File: src/rtl/uart_pkg.sv
// Definitions shared by the UART receiver and the future transmitter.
package uart_pkg;

  typedef enum logic [2:0] {IDLE, START, DATA, PARITY, STOP} state_t;

  localparam int unsigned PAR_NONE = 0;
  localparam int unsigned PAR_ODD  = 1;
  localparam int unsigned PAR_EVEN = 2;

endpackage

File: src/rtl/uart_rx_if.sv
// Serial input, output word slot and error pulses of the UART receiver.
interface uart_rx_if #(
  parameter int unsigned DATA_BITS = 8
);
  logic                 rx;
  logic [DATA_BITS-1:0] rx_data;
  logic                 rx_valid;
  logic                 rx_ready;
  logic                 busy;
  logic                 frame_err;
  logic                 parity_err;
  logic                 overrun;

  modport master (
    input  rx, rx_ready,
    output rx_data, rx_valid, busy, frame_err, parity_err, overrun
  );

  modport slave (
    output rx, rx_ready,
    input  rx_data, rx_valid, busy, frame_err, parity_err, overrun
  );
endinterface

File: src/rtl/uart_rx_sampler.sv
// Line front end: 2-flop synchroniser, falling-edge detect, bit timer and
// 3-sample majority vote around the bit centre.
module uart_rx_sampler #(
  parameter int unsigned CLKS_PER_BIT = 16
) (
  input  logic clk,
  input  logic reset,
  input  logic rx,
  input  logic timer_clr,
  output logic rx_s,
  output logic fall,
  output logic bit_val,
  output logic strobe,
  output logic wrap
);

  localparam int unsigned TW   = $clog2(CLKS_PER_BIT);
  localparam int unsigned HALF = CLKS_PER_BIT / 2;

  logic          sync1;
  logic          sync2;
  logic          prev;
  logic          samp_a;
  logic          samp_b;
  logic [TW-1:0] timer;

  always_ff @(posedge clk or posedge reset) begin
    if (reset) begin
      sync1  <= 1'b1;
      sync2  <= 1'b1;
      prev   <= 1'b1;
      samp_a <= 1'b1;
      samp_b <= 1'b1;
      timer  <= '0;
    end else begin
      sync1 <= rx;
      sync2 <= sync1;
      prev  <= sync2;
      if (timer_clr || wrap) timer <= '0;
      else                   timer <= timer + TW'(1);
      if (timer == TW'(HALF - 1)) samp_a <= sync2;
      if (timer == TW'(HALF))     samp_b <= sync2;
    end
  end

  assign rx_s    = sync2;
  assign fall    = prev & ~sync2;
  assign strobe  = (timer == TW'(HALF + 1));
  assign wrap    = (timer == TW'(CLKS_PER_BIT - 1));
  // Third vote is the live sample, so the result is valid only while strobe is high.
  assign bit_val = (samp_a & samp_b) | (samp_a & sync2) | (samp_b & sync2);

endmodule

File: src/rtl/uart_rx.sv
// UART receiver: deframes start/data/parity/stop and presents each word
// through a single-entry valid/ready slot with one-cycle error pulses.
module uart_rx
  import uart_pkg::*;
#(
  parameter int unsigned CLK_FREQ  = 144000000,
  parameter int unsigned BAUD      = 115200,
  parameter int unsigned DATA_BITS = 8,
  parameter int unsigned PARITY    = 0
) (
  input logic     clk,
  input logic     reset,
  uart_rx_if.master bus
);

  localparam int unsigned CLKS_PER_BIT = CLK_FREQ / BAUD;

  state_t               state;
  logic [DATA_BITS-1:0] shreg;
  logic [2:0]           bit_idx;
  logic                 par_bad;
  logic                 exp_par;
  logic                 rx_s;
  logic                 fall;
  logic                 bit_val;
  logic                 strobe;
  logic                 wrap;

  uart_rx_sampler #(
    .CLKS_PER_BIT(CLKS_PER_BIT)
  ) u_sampler (
    .clk      (clk),
    .reset    (reset),
    .rx       (bus.rx),
    .timer_clr(state == IDLE && fall),
    .rx_s     (rx_s),
    .fall     (fall),
    .bit_val  (bit_val),
    .strobe   (strobe),
    .wrap     (wrap)
  );

  always_comb begin
    exp_par = ^shreg;
    if (PARITY == PAR_ODD) exp_par = ~exp_par;
  end

  assign bus.busy = (state != IDLE);

  always_ff @(posedge clk or posedge reset) begin
    if (reset) begin
      state          <= IDLE;
      shreg          <= '0;
      bit_idx        <= '0;
      par_bad        <= 1'b0;
      bus.rx_data    <= '0;
      bus.rx_valid   <= 1'b0;
      bus.frame_err  <= 1'b0;
      bus.parity_err <= 1'b0;
      bus.overrun    <= 1'b0;
    end else begin
      bus.frame_err  <= 1'b0;
      bus.parity_err <= 1'b0;
      bus.overrun    <= 1'b0;
      if (bus.rx_valid && bus.rx_ready) bus.rx_valid <= 1'b0;

      case (state)
        IDLE: begin
          if (fall && !rx_s) begin
            state   <= START;
            par_bad <= 1'b0;
          end
        end
        START: begin
          if (strobe && bit_val) begin
            state <= IDLE;
          end else if (wrap) begin
            state   <= DATA;
            bit_idx <= '0;
          end
        end
        DATA: begin
          if (strobe) shreg <= {bit_val, shreg[DATA_BITS-1:1]};
          if (wrap) begin
            if (bit_idx == 3'(DATA_BITS - 1))
              state <= (PARITY != PAR_NONE) ? uart_pkg::PARITY : STOP;
            else
              bit_idx <= bit_idx + 3'd1;
          end
        end
        uart_pkg::PARITY: begin
          if (strobe) par_bad <= (bit_val != exp_par);
          if (wrap)   state   <= STOP;
        end
        STOP: begin
          // Decide mid stop bit so a back-to-back start edge is not missed.
          if (strobe) begin
            state <= IDLE;
            if (!bit_val) begin
              bus.frame_err <= 1'b1;
            end else if (par_bad) begin
              bus.parity_err <= 1'b1;
            end else if (bus.rx_valid && !bus.rx_ready) begin
              bus.overrun <= 1'b1;
            end else begin
              bus.rx_data  <= shreg;
              bus.rx_valid <= 1'b1;
            end
          end
        end
        default: state <= IDLE;
      endcase
    end
  end

endmodule

File: src/flat_wrapper.sv
// flat-port wrapper written by rule: the top's interface ports become plain ports
module uart_rx_flat import uart_pkg::*;
#(
  parameter int unsigned CLK_FREQ  = 144000000,
  parameter int unsigned BAUD      = 115200,
  parameter int unsigned DATA_BITS = 8,
  parameter int unsigned PARITY    = 0
)
  (clk, reset, bus_rx, bus_rx_ready, bus_rx_data, bus_rx_valid, bus_busy, bus_frame_err, bus_parity_err, bus_overrun);
  uart_rx_if #(.DATA_BITS(DATA_BITS)) bus_i ();
  input logic clk;
  input logic reset;
  input wire logic [$bits(bus_i.rx)-1:0] bus_rx;
  input wire logic [$bits(bus_i.rx_ready)-1:0] bus_rx_ready;
  output wire logic [$bits(bus_i.rx_data)-1:0] bus_rx_data;
  output wire logic [$bits(bus_i.rx_valid)-1:0] bus_rx_valid;
  output wire logic [$bits(bus_i.busy)-1:0] bus_busy;
  output wire logic [$bits(bus_i.frame_err)-1:0] bus_frame_err;
  output wire logic [$bits(bus_i.parity_err)-1:0] bus_parity_err;
  output wire logic [$bits(bus_i.overrun)-1:0] bus_overrun;
  assign bus_i.rx = bus_rx;
  assign bus_i.rx_ready = bus_rx_ready;
  assign bus_rx_data = bus_i.rx_data;
  assign bus_rx_valid = bus_i.rx_valid;
  assign bus_busy = bus_i.busy;
  assign bus_frame_err = bus_i.frame_err;
  assign bus_parity_err = bus_i.parity_err;
  assign bus_overrun = bus_i.overrun;
  uart_rx #(.CLK_FREQ(CLK_FREQ), .BAUD(BAUD), .DATA_BITS(DATA_BITS), .PARITY(PARITY)) u_core (.clk(clk), .reset(reset), .bus(bus_i));
endmodule
File: config.mk
export PLATFORM = sky130hd
export DESIGN_NAME = uart_rx_flat
export DESIGN_NICKNAME = d
export VERILOG_FILES = /design/src/rtl/uart_pkg.sv /design/src/rtl/uart_rx_if.sv /design/src/rtl/uart_rx_sampler.sv /design/src/rtl/uart_rx.sv /design/src/flat_wrapper.sv
export SDC_FILE = /design/constraint.sdc
export NUM_CORES = 1
export LEC_CHECK = 0
export CORE_ASPECT_RATIO = 0.8
export CORE_UTILIZATION = 54
export CTS_BUF_LIST = sky130_fd_sc_hd__clkbuf_4
export CTS_CLUSTER_SIZE = 24
export DETAILED_ROUTE_END_ITERATION = 12
export PLACE_DENSITY = 0.86
export SLEW_MARGIN = 15
export SYNTH_ARGS = -nofsm -noshare
export SYNTH_HDL_FRONTEND = slang
export SYNTH_HIERARCHICAL = 1
export SYNTH_SLANG_ARGS = --single-unit
File: constraint.sdc
create_clock -name clk -period 2.1 [get_ports clk]
set_input_delay 0.315 -clock clk [delete_from_list [all_inputs] [get_ports clk]]
set_output_delay 0.315 -clock clk [all_outputs]
set_load 0.02 [all_outputs]
==> metrics.txt <==
Seq/Total Area, Yosys 52.5%; share of layout cells above drive strength 1 33.5%; clk_skew 0.00321 ns; GRT overflow 0; Worst Tran Pin Value 0.599 ns; DR pass1 iterations 8; total CTS buffers 5; starting density of the core 58.2%; crit path time final 2.11 ns; sequential share of power 53.8%; Placement Setup Slack -0.0580 ns; Non-Filler Instances 257; Clock Sinks 43; status finished with violations; EDFF count, synth 0; Synth Area per Inst 12.1 sq um; Peak supply drop 0.549 mV; Final Cycle Share 100%; max_cap viols 0; Async S/R FF share, synth 100%; area leader, netlist dfrtp_1; failing checks DRC, setup timing; clock transition at the registers of the reported paths 0.12 ns; internal power 0.00119 W; DRC 1; H-tree lvl count 2; crit end category register; DR vias/cell 5.76; CTS hold repair buffers 0; Fmax 474 MHz; Mapped Area 2060 sq um; Synth Net Count 181; worst skew pair latency 0.34 ns; IO buf count 16; share of the synthesized area in the top cell type 46.1%; post-placement cell area 2450 sq um; PnR worst setup slack -0.00786 ns; root buffer cell clkbuf_4; combinational power share 22.5%; DRT antenna net count 0; Net Sw Frac 30.2%; CP max-delay cell dfrtp_1; DIE AREA 4070 sq um; Routed WL 4030 microns; initial antenna violation count 0; setup TNS -0.0134 ns; WP data arrival 2.35 ns; Max stage delay on crit path 0.43 ns; flops & latches, synth 43; GRT Overall Usage 22.2%; Buf/Inv on CP 1; Net Sw Power 0.000515 W; commonest non-fill, non-tap cell in the layout dfrtp_1; Cell Chain, Critical Path nor4b_4, and4_4, nand2_2, or3_4, nor2b_4, buf_6, mux2_2; largest cells by area after synthesis dfrtp_1, mux2_2, dfstp_2; Die W 71.1 microns; Die Span Y 57.3 microns; routability cong. 0.860; Power Density 666 nW/um^2; r2r setup slk -0.008 ns; clock share of power 23.6%; ys flop type dfrtp_1; row count 19; Fillers 228; Min-Delay Path Class primary input to async pin; Crit Path Class register to register; CP top delay family simple AND/OR/NAND/NOR gates; hpwl dp 2870 microns; wire length per cell 15.7 microns; DP Cell Count 247; n_diodes 0; vias in the first global route 1497; fin area 2560 sq um; commonest non-fill, non-tap cells in the layout dfrtp_1, buf_4, mux2_2, clkdlybuf4s50_1, nor2_1; Max Slew Vio Count 0; crit path launch type register; Synth-to-Final Area Change 24.1%; CP required 2.34 ns; global-route wire length before repair 6870 microns; clock tree buffer depth 2; Worst slew margin 60.0%; worst-path fanout max 8; Yosys cell types 37; pin count of the biggest net entering global routing 28; Core Footprint 3540 sq um; P_leak 1.22 nW; RSZ-0062 raised after global routing yes; # IOs 17; Mapped Cells 171; Vias 1481; fin nets 224; Warnings, synthesis 6; final hold vios 0; DR iter-0 viols 107; CTS tree yes; Finish-stage setup viols 4
## final timing paths
path | startpoint | cells past startpoint | to
max | u_core/u_sampler/timer[10] | 7 | u_core/bus.rx_data[0]
min | reset | 3 | u_core/shreg[6]
max reg2reg | u_core/u_sampler/timer[10] | 7 | u_core/bus.rx_data[0]
min reg2reg | u_core/u_sampler/sync1 | 0 | u_core/u_sampler/rx_s
max in group asynchronous | reset | 2 | u_core/u_sampler/timer[10]
min in group clk | bus_rx | 1 | u_core/u_sampler/sync1
## kinds of logic (layout without fill, tap and decap cells)
logic type | count (synthesis) | count (layout) | synth area share (%)
buf+inv | 15 | 59 | 4.18
simple gates | 54 | 54 | 15.9
mux | 21 | 21 | 11.5
compound gates | 21 | 21 | 6.91
flops | 43 | 43 | 52.5
fa+ha+maj | 7 | 7 | 4.12
xor+xnor | 10 | 10 | 4.91
## layout make-up
cell class / instances / area (sq um) / share of cell area [%]
flip-flops and latches: 43 / 1080 / 42.3
multi-input cells: 113 / 960 / 37.5
repair buffers: 42 / 374 / 14.6
well taps: 42 / 52.6 / 2.05
clock buffers: 6 / 45.0 / 1.76
inverters: 9 / 33.8 / 1.32
clock inverters: 2 / 12.5 / 0.489
## tightest hold or removal path: cells and delay by family
kind	cells	cell delay, ns
buf+inv	3	0.80
## metal layers
| metal | vias up | GRT usage [%] | share of wire, % |
|---|---|---|---|
| met5 | - | 0 | 0 |
| met4 | 0 | 8.29 | 1.7 |
| met3 | 8 | 4.95 | 3.4 |
| met2 | 38 | 36.7 | 49 |
| met1 | 741 | 29.1 | 46 |
| li1 | 694 | - | - |
## metrics by stage
step / power (W) / hold WS [ns] / utilization (%)
4_1_cts: 0.00172 / 0.348 / 71.5
3_5_place_dp: 0.00131 / 0.351 / 69.1
6_report: 0.00170 / 0.348 / 72.3
5_1_grt: 0.00179 / 0.361 / 72.3
3_3_place_gp: 0.00129 / 0.346 / 69.1
2_1_floorplan: 0.00117 / 0.225 / -
## repair_timing
| item | CTS | global route |
|---|---|---|
| setup buffers | 1 | 1 |
| gates cloned | 0 | 0 |
| setup endpoints to repair | 11 | 9 |
| pin swaps | 3 | 2 |
| resized for setup | 4 | 5 |
| hold endpoints to repair | 0 | 0 |
## power by group through the flow
stage / clock (W) / sequential (W) / combinational [W]
after floorplan: 0 / 0.000952 / 0.000221
after global placement: 0 / 0.000925 / 0.000361
after detailed placement: 0 / 0.000932 / 0.000377
after CTS: 0.000423 / 0.000916 / 0.000382
after global routing: 0.000446 / 0.000922 / 0.000424
final: 0.000403 / 0.000917 / 0.000384
## state kept, by name, indices dropped and copies added, names as in the netlist
| signal | count |
|---|---|
| u_core/bus.parity_err | 1 |
| u_core/par_bad | 1 |
| u_core/u_sampler/samp_a | 1 |
| u_core/bit_idx | 3 |
| u_core/state | 3 |
| u_core/bus.frame_err | 1 |
| u_core/bus.overrun | 1 |
| u_core/u_sampler/timer | 11 |
| u_core/bus.rx_data | 8 |
| u_core/u_sampler/rx_s | 1 |
| u_core/u_sampler/sync1 | 1 |
| u_core/u_sampler/samp_b | 1 |
| u_core/bus.rx_valid | 1 |
| u_core/u_sampler/prev | 1 |
| u_core/shreg | 8 |
## synth_stat cells, drive strengths merged, types with 2 or more instances
cell / instances
a21oi: 8
a31oi: 2
and3: 5
buf: 4
clkbuf: 2
dfrtp: 38
dfstp: 5
ha: 6
inv: 9
mux2: 21
nand2: 6
nand3: 4
nand4: 6
nor2: 11
nor2b: 2
nor3b: 3
nor4: 2
o21ai: 6
o31ai: 2
or3: 5
or3b: 3
or4: 2
xnor2: 6
xor2: 3
Power figures use the tool's default switching activity.
